### src/rtl/pu_seq_if.sv
// Handshake and addressing bundle between the neuron sequencer and the
// operand buffers / PU datapath it controls.
interface pu_seq_if #(
    parameter int ADDR_W = 4,
    parameter int RES_W  = 2
);
    logic              start;
    logic              memRdy;
    logic              ldM;
    logic              ldRes;
    logic              resWr;
    logic [ADDR_W-1:0] wAddr;
    logic [RES_W-1:0]  resAddr;
    logic              rdBank;
    logic              wrBank;
    logic              busy;
    logic              done;

    modport master (
        input  start, memRdy,
        output ldM, ldRes, resWr, wAddr, resAddr, rdBank, wrBank, busy, done
    );

    modport slave (
        output start, memRdy,
        input  ldM, ldRes, resWr, wAddr, resAddr, rdBank, wrBank, busy, done
    );
endinterface

### src/rtl/pu_seq.sv
// Multi-layer neuron schedule sequencer for the 4-input float PU: per neuron it
// loads the multiply stage, then the result stage, then writes aOut back.
module pu_seq #(
    parameter int NEURONS = 4,
    parameter int LAYERS  = 3,
    parameter int ADDR_W  = 4
) (
    input  logic       clk,
    input  logic       rst,
    pu_seq_if.master   bus
);
    localparam int RES_W   = (NEURONS > 1) ? $clog2(NEURONS) : 1;
    localparam int LAYER_W = (LAYERS  > 1) ? $clog2(LAYERS)  : 1;

    typedef enum logic [2:0] {
        IDLE,
        MUL,
        ADD,
        WB,
        DONE
    } state_t;

    state_t             state_reg;
    logic [RES_W-1:0]   neuron_reg;
    logic [LAYER_W-1:0] layer_reg;
    logic               rd_bank_reg;

    logic last_neuron;
    logic last_layer;

    assign last_neuron = (neuron_reg == RES_W'(NEURONS - 1));
    assign last_layer  = (layer_reg  == LAYER_W'(LAYERS - 1));

    always_ff @(posedge clk or posedge rst) begin
        if (rst) begin
            state_reg   <= IDLE;
            neuron_reg  <= '0;
            layer_reg   <= '0;
            rd_bank_reg <= 1'b0;
        end else begin
            case (state_reg)
                IDLE: begin
                    if (bus.start) begin
                        state_reg   <= MUL;
                        neuron_reg  <= '0;
                        layer_reg   <= '0;
                        rd_bank_reg <= 1'b0;
                    end
                end
                MUL: begin
                    // Operands not yet valid: hold everything, address stays put.
                    if (bus.memRdy) begin
                        state_reg <= ADD;
                    end
                end
                ADD: begin
                    state_reg <= WB;
                end
                WB: begin
                    if (!last_neuron) begin
                        neuron_reg <= neuron_reg + RES_W'(1);
                        state_reg  <= MUL;
                    end else if (!last_layer) begin
                        // Layer boundary: this layer's outputs become next layer's inputs.
                        neuron_reg  <= '0;
                        layer_reg   <= layer_reg + LAYER_W'(1);
                        rd_bank_reg <= ~rd_bank_reg;
                        state_reg   <= MUL;
                    end else begin
                        state_reg <= DONE;
                    end
                end
                DONE: begin
                    state_reg <= IDLE;
                end
                default: begin
                    state_reg <= IDLE;
                end
            endcase
        end
    end

    // Strobes decode straight from the state register so an async reset
    // clears them immediately; ldM additionally qualifies on operand readiness.
    assign bus.ldM     = (state_reg == MUL) && bus.memRdy;
    assign bus.ldRes   = (state_reg == ADD);
    assign bus.resWr   = (state_reg == WB);
    assign bus.busy    = (state_reg != IDLE);
    assign bus.done    = (state_reg == DONE);
    assign bus.wAddr   = ADDR_W'(layer_reg) * ADDR_W'(NEURONS) + ADDR_W'(neuron_reg);
    assign bus.resAddr = neuron_reg;
    assign bus.rdBank  = rd_bank_reg;
    assign bus.wrBank  = ~rd_bank_reg;
endmodule

### src/flat_wrapper.sv
// flat-port wrapper written by rule: the top's interface ports become plain ports
module pu_seq_flat 
#(
    parameter int NEURONS = 4,
    parameter int LAYERS  = 3,
    parameter int ADDR_W  = 4
)
  (clk, rst, bus_start, bus_memRdy, bus_ldM, bus_ldRes, bus_resWr, bus_wAddr, bus_resAddr, bus_rdBank, bus_wrBank, bus_busy, bus_done);
  pu_seq_if #(.ADDR_W(ADDR_W), .RES_W(2)) bus_i ();
  input  logic clk;
  input  logic rst;
  input wire logic [$bits(bus_i.start)-1:0] bus_start;
  input wire logic [$bits(bus_i.memRdy)-1:0] bus_memRdy;
  output wire logic [$bits(bus_i.ldM)-1:0] bus_ldM;
  output wire logic [$bits(bus_i.ldRes)-1:0] bus_ldRes;
  output wire logic [$bits(bus_i.resWr)-1:0] bus_resWr;
  output wire logic [$bits(bus_i.wAddr)-1:0] bus_wAddr;
  output wire logic [$bits(bus_i.resAddr)-1:0] bus_resAddr;
  output wire logic [$bits(bus_i.rdBank)-1:0] bus_rdBank;
  output wire logic [$bits(bus_i.wrBank)-1:0] bus_wrBank;
  output wire logic [$bits(bus_i.busy)-1:0] bus_busy;
  output wire logic [$bits(bus_i.done)-1:0] bus_done;
  assign bus_i.start = bus_start;
  assign bus_i.memRdy = bus_memRdy;
  assign bus_ldM = bus_i.ldM;
  assign bus_ldRes = bus_i.ldRes;
  assign bus_resWr = bus_i.resWr;
  assign bus_wAddr = bus_i.wAddr;
  assign bus_resAddr = bus_i.resAddr;
  assign bus_rdBank = bus_i.rdBank;
  assign bus_wrBank = bus_i.wrBank;
  assign bus_busy = bus_i.busy;
  assign bus_done = bus_i.done;
  pu_seq #(.NEURONS(NEURONS), .LAYERS(LAYERS), .ADDR_W(ADDR_W)) u_core (.clk(clk), .rst(rst), .bus(bus_i));
endmodule
### config.mk
export PLATFORM = sky130hd
export DESIGN_NAME = pu_seq_flat
export DESIGN_NICKNAME = d
export VERILOG_FILES = /design/src/rtl/pu_seq_if.sv /design/src/rtl/pu_seq.sv /design/src/flat_wrapper.sv
export SDC_FILE = /design/constraint.sdc
export NUM_CORES = 1
export LEC_CHECK = 0
export BUFFER_PORTS_ARGS = -buffer_cell sky130_fd_sc_hd__buf_4
export CAP_MARGIN = 25
export CORE_AREA = 2 2 39 41
export DETAILED_ROUTE_END_ITERATION = 10
export DIE_AREA = 0 0 41 43
export SYNTH_ARGS = -nofsm -noshare
export SYNTH_HDL_FRONTEND = slang
export SYNTH_SLANG_ARGS = --single-unit
### constraint.sdc
create_clock -name clk -period 4.7 [get_ports clk]
set_clock_uncertainty 0.05 [all_clocks]
set_input_delay 0.94 -clock clk [delete_from_list [all_inputs] [get_ports clk]]
set_output_delay 0.94 -clock clk [all_outputs]
set_load 0.03 [all_outputs]
Word level (Yosys, flattened, before mapping)

Cells that the tools add are included.

Eq/ne operators: 11
Add/sub/neg operators: 3
Multiplexer cells: 16
Bitwise operators: 1
Reduce and logical (&&, ||, !) cells: 7

Operator list:

| kind                                                            | count |
|---|---|
| 3-bit two-way mux                                               | 4 |
| 3-bit case mux with 4 select lines                              | 1 |
| 2-bit two-way mux                                               | 5 |
| 2-bit case mux with 2 select lines                              | 2 |
| 3-bit by 2-bit == test with 1-bit output, second input constant | 2 |
| 2-bit != test, second input constant                            | 3 |
| 2-bit by 1-bit adder with 2-bit output, second input constant   | 2 |
| 4-bit by 2-bit adder with 4-bit output                          | 1 |
| 2-bit == test, second input constant                            | 2 |
| 4-bit AND reduction                                             | 1 |
| 3-bit by 1-bit == test with 1-bit output, second input constant | 1 |
| 3-bit == test, second input constant                            | 1 |
| 3-bit logical NOT                                               | 1 |
| 1-bit two-way mux                                               | 3 |
| 3-bit != test, second input constant                            | 1 |
| 3-bit AND reduction                                             | 1 |
| 3-bit nonzero test                                              | 1 |
| 2-bit by 1-bit != test with 1-bit output, second input constant | 1 |
| 1-bit case mux with 2 select lines                              | 1 |
| 2-bit AND reduction                                             | 1 |
| 2-bit nonzero test                                              | 1 |
| 1-bit logical AND                                               | 1 |
| 1-bit NOT                                                       | 1 |

Output and inout bits: 13
Input port bits: 4
Flip-flop bits (word level): 8
Word-level logic and storage cells: 42

Logic depth before layout (Yosys ltp)

Depth after elaboration: 4
Gate-level depth with buffers: 5
Depth with buffers taken out: 5

Worst setup path after synthesis

No wires, ideal clock.

Kind: in2out
Start point: input port bus_memRdy
End point: output port bus_ldM
Path slack: 2.047 ns
Buffers on the path: 0
Required time: 3.710 ns
Data arrival time: 1.663 ns
Stages on the path: 2
Path through: nand2_1 -> nor3_1

Word-level cells in the longest chain between the ends: 1

RTL lines:

| element           | line               | RTL |
|---|---|---|
| start, declared   | flat_wrapper.sv:13 | `input wire logic [$bits(bus_i.memRdy)-1:0] bus_memRdy;` |
| 1-bit logical AND | pu_seq.sv:85       | `assign bus.ldM = (state_reg == MUL) && bus.memRdy;` |
| end, declared     | flat_wrapper.sv:14 | `output wire logic [$bits(bus_i.ldM)-1:0] bus_ldM;` |

No other way between the ends.

Final worst setup path

Ends and elaborated chain as after synthesis.

==> results by group <==
Synth
  – Synth top area share: 0.4396
  – Top FF cell, synth: dfrtp_1
  – Synth Instances: 44
  – #FFs+latches synth: 8
  – Number of flops mapped to enable cells by yosys: 0
  – Largest area contributor in the netlist: dfrtp_1
  – Main area contributors after synthesis: dfrtp_1, mux2i_1, ha_1
  – Syn nets: 50
  – Post-synthesis cell area: around 460 um2
  – Async SR Flop Fraction: 1.000
  – Post-synthesis area per instance: around 10 um2
  – Yosys warns: 0
  – Yosys cell types: 21
  – Sequential area share after synthesis: 0.4396

Worst setup path
  – CP delay by family, top: buffers and inverters
  – CP max-delay cell: buf_4
  – WP data required: 3.71 ns
  – Crit path launch type: input pin
  – CP bufs+invs: 2
  – CP dominant cell by count: buf_4
  – Critical path class: in2out
  – Worst-path cell chain: buf_4 > nand2_1 > nor3_1 > buf_4
  – Largest stage delay on the critical path: 0.19 ns
  – Worst EP arrival: 1.43 ns
  – CP endpoint kind: primary output
  – CP max FO: 3

Power and ir drop
  – Peak supply drop: about 230 uV
  – Clock power share: 0.123
  – Cell leakage power: around 0.29 nW
  – Pwr/cell area: 719.9 nW/um2
  – Switching share of total power: 0.4675
  – Sequential Power Share: 0.308
  – Gate power share: 0.569
  – P_sw: 197.5 uW
  – P_int: 224.9 uW

Finish
  – Area Overhead vs Synth: 28.85%
  – Antenna Cells: 0
  – Commonest non-fill, non-tap cell in the layout: buf_4
  – Layout cells sized above 1: 0.4068
  – Commonest non-fill, non-tap cells in the layout: buf_4, dfrtp_1, nand2_1, inv_1
  – Largest register FFs: 3
  – Fillers: 139
  – Nets: 67

Placed design
  – Routability cong.: 0.7323
  – Buffers on Ports: 16

Clocking
  – Clock Pin Slew Worst Setup and Hold Paths: 0.05 ns
  – CTS resizes: 0
  – CTS Root Buffer Type: clkbuf_4
  – TritonCTS clock tree: yes
  – Number of clock sinks: 8
  – Hold buffers post-CTS: 0
  – Post-CTS Setup Inserts: 0
  – Skew-Pair Late Insertion Delay: 0.25 ns
  – H-tree levels: 1
  – Cts bufs inserted: 3
  – Clock buffer depth: 2

STA
  – Final slew viol count: 0
  – # setup viols final: 0
  – Final clock period utilization by the worst path: 0.5147
  – RSZ-0062 raised after global routing: no
  – Max Freq: 413.4 MHz
  – Tmin final: between 2 and 2.5 ns
  – Slew margin rel.: 0.6370
  – Final hold viol count: 0
  – Setup_tns: 0 ns
  – Worst-Margin Slew: 0.5433 ns
  – Hold WS: 0.4560 ns

Global route
  – Grt total ovfl: 0
  – Initial antenna violation count: 0
  – Vias in the first global route: 324
  – First-pass GRT wire length: 1.255 mm
  – Largest net degree at the start of global routing: 10
  – Total Routing Usage GR: 0.1095

Drt
  – Via density: 4.747
  – Vias post-DR: approximately 360
  – Final WL: 776 um
  – DR pass1 iterations: 2
  – DR DRC count: 0
  – DR iter-0 viols: 5
  – Antenna violation net count after detailed routing: 0
  – WL per Instance: around 10 um

Floorplanning
  – Die H: 43 um
  – Total core area: 1384 um2
  – Site row count: 14
  – Initial Util: 0.3291
  – IO Count: 17
  – Die area: ~1800 um2
  – Chip Width: 41 um

Worst hold path
  – Hold WC Path Type: reg2reg

Job
  – Max-cap check violation count: 0

Outcome
  – Status: complete, no violations
cell type report:
| type | count | area [um2] | area share |
|---|---|---|---|
| timing repair buffer | 16 | 120.1 | 0.2047 |
| tap | 16 | 20.02 | 0.03412 |
| sequential | 8 | 200.2 | 0.3412 |
| multi-input combinational | 28 | 209.0 | 0.3561 |
| inverter | 4 | 15.01 | 0.02559 |
| clock buffer | 3 | 22.52 | 0.03838 |
cells by family (layout without fill, tap and decap cells):
logic type,after synthesis,in the layout,synth area share
AND/OR/NAND/NOR,17,17,0.2198
AO/OA/AOI/OAI,4,4,0.06868
adder cells (fa/ha/maj),2,2,0.05494
multiplexers,5,5,0.1154
buffers and inverters,8,23,0.1016
flip-flops,8,8,0.4396
cells in the mapped netlist (2+ instances only):
cell type / number
buf_4: 2
dfrtp_1: 8
ha_1: 2
inv_1: 4
mux2_2: 2
mux2i_1: 3
nand2_1: 5
nor2_1: 2
nor3_1: 2
nor3b_1: 3
power groups by stage:
stage | logic (mW) | clock network, mW | registers, mW
after floorplan | 0.164 | 0 | 0.148
after global placement | 0.243 | 0 | 0.130
after detailed placement | 0.243 | 0 | 0.130
after CTS | 0.243 | 0.0549 | 0.130
after global routing | 0.259 | 0.0599 | 0.134
final | 0.240 | 0.0520 | 0.130
metrics by stage:
step                      setup WS (ns)  instances  utilization  instance area, um2  power, mW
final                             2.281         75       0.4241               586.8     0.4224
after global routing              2.225         75       0.4241               586.8     0.4532
after CTS                         2.285         75       0.4241               586.8     0.4280
after detailed placement          2.286         72       0.4078               564.3     0.3738
after global placement            2.312         72       0.4078               564.3     0.3729
after floorplan                   2.047         44            -               455.4     0.3122
path summary, 6_finish.rpt:
kind                                            startpoint  depth (start not counted)                                end  slack (ns)
setup / recovery                                bus_memRdy                          4                            bus_ldM        2.28
hold / removal             u_core.layer_reg[0]$_DFFE_PP0P_                          1    u_core.layer_reg[0]$_DFFE_PP0P_        0.46
setup reg to reg           u_core.state_reg[1]$_DFFE_PP0P_                          3  u_core.bus.resAddr[1]$_DFFE_PP0P_        2.99
hold reg to reg            u_core.layer_reg[0]$_DFFE_PP0P_                          1    u_core.layer_reg[0]$_DFFE_PP0P_        0.46
max in group asynchronous                              rst                          2    u_core.state_reg[0]$_DFFE_PP0P_        3.79
min in group asynchronous                              rst                          2    u_core.layer_reg[1]$_DFFE_PP0P_        0.58
routing by layer:
layer  wire, um  track usage
met3         47      0.03141
met4          9       0.1000
met2        351       0.1563
met5          0            0
met1        367       0.1229
No activity file was read; power rests on OpenSTA's default activity.
